<file path="src/rtl/nco_ctrl_pkg.sv">
// ============================================================================
// Module : nco_ctrl_pkg
// Brief  : Shared opcode, state and width definitions for the NCO sweep sequencer.
// Rev    : 1.0
// ============================================================================
`default_nettype none

package nco_ctrl_pkg;

    localparam int FTW_W_DEFAULT   = 32;
    localparam int DWELL_W_DEFAULT = 16;

    // Opcode 3 is reserved and decodes as STOP.
    localparam logic [1:0] OP_STOP  = 2'd0;
    localparam logic [1:0] OP_SET   = 2'd1;
    localparam logic [1:0] OP_SWEEP = 2'd2;

    typedef enum logic [1:0] {
        ST_IDLE  = 2'd0,
        ST_DWELL = 2'd1,
        ST_STEP  = 2'd2
    } sweep_state_e;

endpackage

`default_nettype wire

</file>
<file path="src/rtl/nco_dwell_timer.sv">
// ============================================================================
// Module : nco_dwell_timer
// Brief  : Loadable down-counter; expired is high while the count is zero.
// Rev    : 1.0
// ============================================================================
`default_nettype none

module nco_dwell_timer
    import nco_ctrl_pkg::*;
#(
    parameter int DWELL_W = DWELL_W_DEFAULT
) (
    input  logic               clk,
    input  logic               rst_n,
    input  logic               load,
    input  logic [DWELL_W-1:0] value,
    output logic               expired
);

    logic [DWELL_W-1:0] count;

    always_ff @(posedge clk or negedge rst_n) begin
        if (!rst_n) begin
            count <= '0;
        end else if (load) begin
            count <= value;
        end else if (count != '0) begin
            count <= count - DWELL_W'(1);
        end
    end

    assign expired = (count == '0);

endmodule

`default_nettype wire

</file>
<file path="src/rtl/nco_sweep_ctrl.sv">
// ============================================================================
// Module : nco_sweep_ctrl
// Brief  : FTW sequencer (SET / SWEEP / STOP) driving an NCO tuning word.
//          Optional NCO_SWEEP_PINGPONG_EN: looping sweeps bounce up/down.
// Rev    : 1.0
// ============================================================================
`default_nettype none

module nco_sweep_ctrl
    import nco_ctrl_pkg::*;
#(
    parameter int FTW_W   = FTW_W_DEFAULT,
    parameter int DWELL_W = DWELL_W_DEFAULT
) (
    input  logic               clk,
    input  logic               rst_n,
    input  logic               cmd_valid,
    output logic               cmd_ready,
    input  logic [1:0]         cmd_op,
    input  logic [FTW_W-1:0]   cmd_ftw_start,
    input  logic [FTW_W-1:0]   cmd_ftw_stop,
    input  logic [FTW_W-1:0]   cmd_ftw_step,
    input  logic [DWELL_W-1:0] cmd_dwell,
    input  logic               cmd_loop,
    output logic [FTW_W-1:0]   ftw,
    output logic               ftw_load,
    output logic               busy,
    output logic               done,
    output logic               sweep_dir
);

    sweep_state_e       state_q, state_nx;
    logic [FTW_W-1:0]   start_q, stop_q, step_q;
    logic [DWELL_W-1:0] dwell_q;
    logic               loop_q;

    logic [FTW_W-1:0]   ftw_nx;
    logic               load_nx, done_nx;
    logic               accept, capture, tmr_load, tmr_expired;
    logic [DWELL_W-1:0] dwell_sel, tmr_value;
    logic [FTW_W:0]     up_sum;
    logic               up_pass;

`ifdef NCO_SWEEP_PINGPONG_EN
    logic               dir_q, dir_nx;
    logic [FTW_W:0]     dn_diff;
    logic               dn_pass;
`endif

    assign accept    = cmd_valid && cmd_ready;
    assign cmd_ready = (state_q != ST_STEP);
    assign busy      = (state_q != ST_IDLE);

    // Dwell of 0 behaves as 1; the timer is loaded with dwell-1.
    assign dwell_sel = accept ? cmd_dwell : dwell_q;
    assign tmr_value = (dwell_sel == '0) ? '0 : dwell_sel - DWELL_W'(1);

    // One bit wider so a carry out counts as passing the stop bound.
    assign up_sum  = {1'b0, ftw} + {1'b0, step_q};
    assign up_pass = up_sum[FTW_W] || (up_sum[FTW_W-1:0] > stop_q);

`ifdef NCO_SWEEP_PINGPONG_EN
    assign dn_diff = {1'b0, ftw} - {1'b0, step_q};
    assign dn_pass = dn_diff[FTW_W] || (dn_diff[FTW_W-1:0] < start_q);
`endif

    always_comb begin
        state_nx = state_q;
        ftw_nx   = ftw;
        load_nx  = 1'b0;
        done_nx  = 1'b0;
        tmr_load = 1'b0;
        capture  = 1'b0;
`ifdef NCO_SWEEP_PINGPONG_EN
        dir_nx   = dir_q;
`endif
        if (accept) begin
            capture  = 1'b1;
            state_nx = ST_IDLE;
`ifdef NCO_SWEEP_PINGPONG_EN
            dir_nx   = 1'b0;
`endif
            if (cmd_op == OP_SET ||
                (cmd_op == OP_SWEEP &&
                 (cmd_ftw_step == '0 || cmd_ftw_start > cmd_ftw_stop))) begin
                ftw_nx  = cmd_ftw_start;
                load_nx = 1'b1;
                done_nx = 1'b1;
            end else if (cmd_op == OP_SWEEP) begin
                ftw_nx   = cmd_ftw_start;
                load_nx  = 1'b1;
                tmr_load = 1'b1;
                state_nx = ST_DWELL;
            end
        end else begin
            case (state_q)
                ST_DWELL: begin
                    if (tmr_expired) begin
                        state_nx = ST_STEP;
                    end
                end
                ST_STEP: begin
                    load_nx  = 1'b1;
                    tmr_load = 1'b1;
                    state_nx = ST_DWELL;
`ifdef NCO_SWEEP_PINGPONG_EN
                    if (loop_q && dir_q) begin
                        if (!dn_pass) begin
                            ftw_nx = dn_diff[FTW_W-1:0];
                        end else begin
                            dir_nx = 1'b0;
                            ftw_nx = up_pass ? start_q : up_sum[FTW_W-1:0];
                        end
                    end else if (!up_pass) begin
                        ftw_nx = up_sum[FTW_W-1:0];
                    end else if (loop_q) begin
                        // Range narrower than one step falls back to start.
                        dir_nx = 1'b1;
                        ftw_nx = dn_pass ? start_q : dn_diff[FTW_W-1:0];
                    end else begin
                        load_nx  = 1'b0;
                        tmr_load = 1'b0;
                        done_nx  = 1'b1;
                        state_nx = ST_IDLE;
                    end
`else
                    if (!up_pass) begin
                        ftw_nx = up_sum[FTW_W-1:0];
                    end else if (loop_q) begin
                        ftw_nx = start_q;
                    end else begin
                        load_nx  = 1'b0;
                        tmr_load = 1'b0;
                        done_nx  = 1'b1;
                        state_nx = ST_IDLE;
                    end
`endif
                end
                default: state_nx = ST_IDLE;
            endcase
        end
    end

    always_ff @(posedge clk or negedge rst_n) begin
        if (!rst_n) begin
            state_q  <= ST_IDLE;
            ftw      <= '0;
            ftw_load <= 1'b0;
            done     <= 1'b0;
            start_q  <= '0;
            stop_q   <= '0;
            step_q   <= '0;
            dwell_q  <= '0;
            loop_q   <= 1'b0;
        end else begin
            state_q  <= state_nx;
            ftw      <= ftw_nx;
            ftw_load <= load_nx;
            done     <= done_nx;
            if (capture) begin
                start_q <= cmd_ftw_start;
                stop_q  <= cmd_ftw_stop;
                step_q  <= cmd_ftw_step;
                dwell_q <= cmd_dwell;
                loop_q  <= cmd_loop;
            end
        end
    end

`ifdef NCO_SWEEP_PINGPONG_EN
    always_ff @(posedge clk or negedge rst_n) begin
        if (!rst_n) begin
            dir_q <= 1'b0;
        end else begin
            dir_q <= dir_nx;
        end
    end
    assign sweep_dir = dir_q;
`else
    assign sweep_dir = 1'b0;
`endif

    nco_dwell_timer #(
        .DWELL_W (DWELL_W)
    ) u_dwell_timer (
        .clk     (clk),
        .rst_n   (rst_n),
        .load    (tmr_load),
        .value   (tmr_value),
        .expired (tmr_expired)
    );

endmodule

`default_nettype wire

</file>
<file path="config.mk">
export PLATFORM = sky130hd
export DESIGN_NAME = nco_sweep_ctrl
export DESIGN_NICKNAME = d
export VERILOG_FILES = /design/src/rtl/nco_ctrl_pkg.sv /design/src/rtl/nco_dwell_timer.sv /design/src/rtl/nco_sweep_ctrl.sv
export SDC_FILE = /design/constraint.sdc
export NUM_CORES = 1
export LEC_CHECK = 0
export ABC_CLOCK_PERIOD_IN_PS = 5800
export BUFFER_PORTS_ARGS = -buffer_cell sky130_fd_sc_hd__buf_4
export CAP_MARGIN = 20
export CORE_MARGIN = 3
export CORE_UTILIZATION = 40
export CTS_CLUSTER_SIZE = 8
export DETAILED_ROUTE_END_ITERATION = 6
export HOLD_SLACK_MARGIN = 0.05
export PLACE_DENSITY = 0.64
export SLEW_MARGIN = 0
export SYNTH_ARGS = -nofsm -noshare
export SYNTH_HDL_FRONTEND = slang
export SYNTH_SLANG_ARGS = --single-unit
</file>
<file path="constraint.sdc">
create_clock -name clk -period 5.8 [get_ports clk]
set_input_delay 1.16 -clock clk [delete_from_list [all_inputs] [get_ports clk]]
set_output_delay 1.16 -clock clk [all_outputs]
set_load 0.02 [all_outputs]
</file>
---- After elaboration in Yosys (flattened, before gate mapping) ----
Index checks and enable logic that the tools add are counted.
Widths: inputs -> output; s select.
word-level totals
  register bits after elaboration ......... 165
  input port bits ......................... 118
  output and inout port bits .............. 37
  logic and storage cells ................. 67
cells by class
  add/subtract/negate cells ............... 3
  order comparisons ....................... 2
  eq/ne operators ......................... 8
  mux-type cells .......................... 31
  reduce and logical (&&, ||, !) cells .... 13
operators with widths
  operator               count
  $mux 32                6
  $gt 32x32->1           2
  $mux 16                4
  $add 32x32->33         1
  $logic_not 16->1       2
  $logic_not 32->1       1
  $sub 16x1->16 const B  2
  $mux 1                 18
  $reduce_bool 16->1     1
  $ne 3x3->1 const B     2
  $reduce_bool 2->1      3
  $eq 2x1->1 const B     2
  $eq 2x2->1 const B     2
  $mux 2                 2
  $pmux 2 s2             1
  $logic_or 1x1->1       3
  $ne 3x1->1 const B     1
  $reduce_and 3->1       1
  $logic_and 1x1->1      2
  $ne 2x2->1 const B     1

---- Longest topological paths before layout ----
  depth after elaboration ................. 7
  gate-level depth with buffers ........... 24
  depth with buffers taken out ............ 22

---- By module ----
A second synthesis with hierarchy kept.
unflattened totals
  cells, all modules ...................... 1326
  area, all modules ....................... 11040.6 µm²
by module, submodules not included
  module           times used  cells each  area each (µm²)  seq. area each (µm²)
  nco_sweep_ctrl   1           1222        10034.6          3728.6
  nco_dwell_timer  1           104         1006.0           400.4

---- Least setup slack after synthesis ----
OpenSTA, ideal clock, no wires.
  path type ............................... register to register
  start point ............................. register ftw[13]
  end point ............................... register ftw[23]
  library setup time ...................... 0.120 ns
  data arrival time ....................... 5.067 ns
  required time ........................... 5.680 ns
  setup slack ............................. 0.614 ns
  cell stages (with the launch flop) ...... 22
  buffers on the path ..................... 1
  clock period less this slack ............ 5.186 ns
  path through ............................ dfrtp_1 -> ha_1 -> a21o_1 -> a21o_1 -> a21o_1 -> or4b_4 -> o2111ai_1 -> a21boi_0 -> o21a_1 -> or3_1 -> and2_1 -> ha_1 -> nand4_1 -> nor4_1 -> and2_1 -> a21oi_1 -> a211oi_2 -> nand2_2 -> buf_6 -> and2_0 -> a311o_1 -> a31o_1
on the way
  longest elaborated chain between the ends .. 6
  elaborated cells on any way between the ends .. 8
  those cells by class .................... add/sub (1); order compare (1); eq/ne (1); mux (3); reduce/logical (2)
RTL lines
  what                    line                   RTL
  from (decl)             nco_sweep_ctrl.sv:25   output logic [FTW_W-1:0] ftw,
  from (signal assigned)  nco_sweep_ctrl.sv:157  ftw <= ftw_nx;
  $add 32x32->33 (*)      nco_sweep_ctrl.sv:59   assign up_sum = {1'b0, ftw} + {1'b0, step_q};
  $gt 32x32->1            nco_sweep_ctrl.sv:60   assign up_pass = up_sum[FTW_W] || (up_sum[FTW_W-1:0] > stop_q);
  $logic_or 1x1->1        nco_sweep_ctrl.sv:60
  $mux 32                 nco_sweep_ctrl.sv:127  if (!up_pass) begin
  $mux 32                 nco_sweep_ctrl.sv:96   case (state_q)
  $mux 32                 nco_sweep_ctrl.sv:77   if (accept) begin
Mark *: on every way between the ends. The rest lies on a longest branch, timed or not. The select of a mux whose other input is x is not followed.
A chain may end at the register's enable or synchronous reset.

---- Worst setup path after layout ----
Ends and elaborated chain as after synthesis.

==> summary.md <==
| Metric | Value |
|---|---|
| CTS tree | built |
| FFs w/ async S/R, synth | 100% |
| RSZ-0062 raised after global routing | true |
| Final setup vio count | 0 |
| Root Buffer | clkbuf_16 |
| Req. time, crit path | around 6.1 ns |
| First-pass GRT wire length | 50,100 um |
| FF+latch count, synth | ~170 |
| Synth top cells by count | nand2_1 (317), dfrtp_1 (165), o21ai_0 (102), ha_1 (100), inv_1 (93) |
| Status | finished clean |
| Top-area cell type share of the netlist area | a little under two fifths |
| Worst Path Max Fanout | 22 |
| Die Area | 29,100 sq um |
| CTS Buf Count | 17 |
| Buffers on Ports | about 150 |
| Max Cap Violations | 0 |
| Ys Warns | 0 |
| Slew Viols, Final | 0 |
| Row count | 59 |
| Most used DFF post-synth | dfrtp_1 |
| Non-filler cells, final | 1,786 |
| CTS Buffer Depth | 2 |
| Vias in the first global route | 9,067 |
| WL final | 32,000 um |
| Clk sink count | roughly 170 |
| R2R Setup Slk | approximately 0.29 ns |
| Syn nets | approximately 1,500 |
| Post-cts resize count | 0 |
| DRC errors left | 0 |
| Total GRT Usage | 22.0% |
| Hold-fix buffers, CTS | 0 |
| Worst VDD drop | between 0.0002 and 0.00025 V |
| H-tree depth | 4 |
| Clk_lat worst skew | 0.44 ns |
| Die H | ~170 um |
| Die Wd | between 150 and 200 um |
| Share of cells above drive strength 1 | 16.0% |
| WHS | about 0.47 ns |
| Clk pin slew, worst setup/hold paths | ~0.07 ns |
| Period Utilization, post-route | 94.9% |
| Skew final | 0.0190 ns |
| Post-CTS Setup Inserts | 0 |
| Number of library cell types mapped by synthesis | between 60 and 70 |
| Hpwl dp | roughly 24,000 um |
| Core box area | roughly 26,000 sq um |
| Power Density | roughly 430 nW/um^2 |
| Synth Instances | 1,303 |
| IO Pins | roughly 160 |
| Vias per cell | about 5.4 |
| Initial DRC Count | approximately 670 |
| Total gr overflow | 0 |
| Layout fillers | 2,486 |
| DR WL/cell | about 18 um |
| Max Clk Rate | 182 MHz |
| Count leader, synth | nand2_1 |
| Setup CP Type | flop to flop |
| Router iterations before antenna repair | 5 |
| Starting Density | 41.1% |
| Antenna Cells | 0 |
| Area grow syn2layout | 19.3% |
| Worst Path Arrival | slightly below 6 ns |
| Final Net Count | about 1,700 |
| Worst-margin pin slew | roughly 1 ns |
| Antenna Nets Post-Route | 0 |
| Final Hold Fails | 0 |
| Synthesized area | approximately 11,000 sq um |
| Post-synth EDFFs | 0 |
| Synth Area per Inst | approximately 8.3 sq um |
| Min-delay worst type | flop to flop |
| Worst setup EP type | flop |
| Largest net degree at the start of global routing | 90 |
| Tmin final | approximately 5.5 ns |
| Post-synthesis sequential area ratio | roughly two fifths |
| Biggest area consumer among synthesized cells | dfrtp_1 |
| Crit start category | flop |
| LEAKAGE | 6.46 nW |
| Gpl congestion | around 0.95 |
| Vias | roughly 9,600 |
| Relative slew margins | between 30 and 40% |
| Largest cells by area after synthesis | dfrtp_1 (38%), ha_1 (12%), nand2_1 (11%), o21ai_0 (4.7%), a21oi_1 (3.3%) |
| Cell total after placement | roughly 1,800 |
| Antenna violations before repair | 0 |
-- placed cells by master, fill, tap and decap left out, types with 9 or more instances in the layout --
master	n
o21ai_0	102
mux2i_1	25
dfrtp_1	165
xnor2_1	30
nand3_1	18
nor2_1	70
nand4_1	24
or3_1	13
inv_1	93
nor2b_1	12
xor2_1	15
nor3_1	20
clkbuf_16	17
a21oi_1	71
buf_4	165
mux2_2	18
o211ai_1	9
ha_1	100
a21o_1	25
nor4_1	15
nand2_1	316
-- final cells by class --
cell class | instances | area, sq um | area share [%]
Clock buffer | 17 | 425 | 3.29
Inverter | 93 | 349 | 2.70
Timing Repair Buffer | 168 | 1280 | 9.91
Sequential cell | 165 | 4130 | 31.9
Tap cell | 335 | 419 | 3.24
Multi-Input combinational cell | 993 | 6170 | 47.7
Clock inverter | 15 | 155 | 1.20
-- report_power, final --
part           internal [mW]  switching, mW
combinational           1.20           1.68
clock                  0.611          0.532
sequential              1.36          0.203
total                   3.17           2.41
-- state kept, by name, summed over array words and instances, names as in the netlist --
register and flops:
start_q 32, stop_q 32, u_dwell_timer.count 16, ftw_load 1, loop_q 1, ftw 32, dwell_q 16, done 1
step_q 32, state_q 2
-- kinds of logic (layout without fill, tap and decap cells) --
kind of cell    Yosys count  after routing  share of synthesized area (%)
compound gates          281            281                           16.1
xor+xnor                 45             45                           3.64
fa+ha+maj               101            101                           11.7
buf+inv                 145            293                           5.29
flops                   165            165                           38.1
mux                      43             43                           4.18
other cells               1              1                         0.0346
simple gates            522            522                           21.0
-- stage by stage --
stage          setup TNS (ns)  util (%)  setup WS, ns  total power, mW  cell area (sq um)
3_5_place_dp                0      46.8         0.190             4.39              12300
3_3_place_gp                0      46.8         0.311             4.36              12300
4_1_cts                     0      49.0         0.163             5.56              12900
6_report                    0      49.1         0.294             5.58              12900
5_1_grt               -0.0205      49.1       -0.0205             6.01              12900
2_1_floorplan               0         -         0.614             3.50              10800
-- worst max-delay path, stage by stage (launching register included) --
cell and delay (ns):
dfrtp_1 0.41, ha_1 0.39, a21o_1 0.20, a21o_1 0.16
a21o_1 0.22, or4b_4 0.56, o2111ai_1 0.23, a21boi_0 0.12
o21a_1 0.20, or3_1 0.33, and2_1 0.18, ha_1 0.29
nand4_1 0.14, nor4_1 0.35, and2_1 0.18, a21oi_1 0.07
a211oi_4 0.34, nand2_4 0.25, and2_0 0.23, a311o_1 0.32
a31o_1 0.22
-- path summary, 6_finish.rpt --
check	startpoint	to	depth (start not counted)
max	ftw[13]	ftw[23]	20
min	start_q[30]	start_q[30]	2
max reg2reg	ftw[13]	ftw[23]	20
min reg2reg	start_q[30]	start_q[30]	2
max in group asynchronous	rst_n	ftw[21]	2
min in group asynchronous	rst_n	stop_q[4]	1
-- metal layers --
metal	vias to the layer above	track usage, %	part of all wire [%]
li1	4758	-	-
met1	4515	32.1	48
met2	292	34.2	45
met3	28	3.67	5.6
met4	0	5.08	1.6
met5	-	0	0
Power figures use the tool's default switching activity.
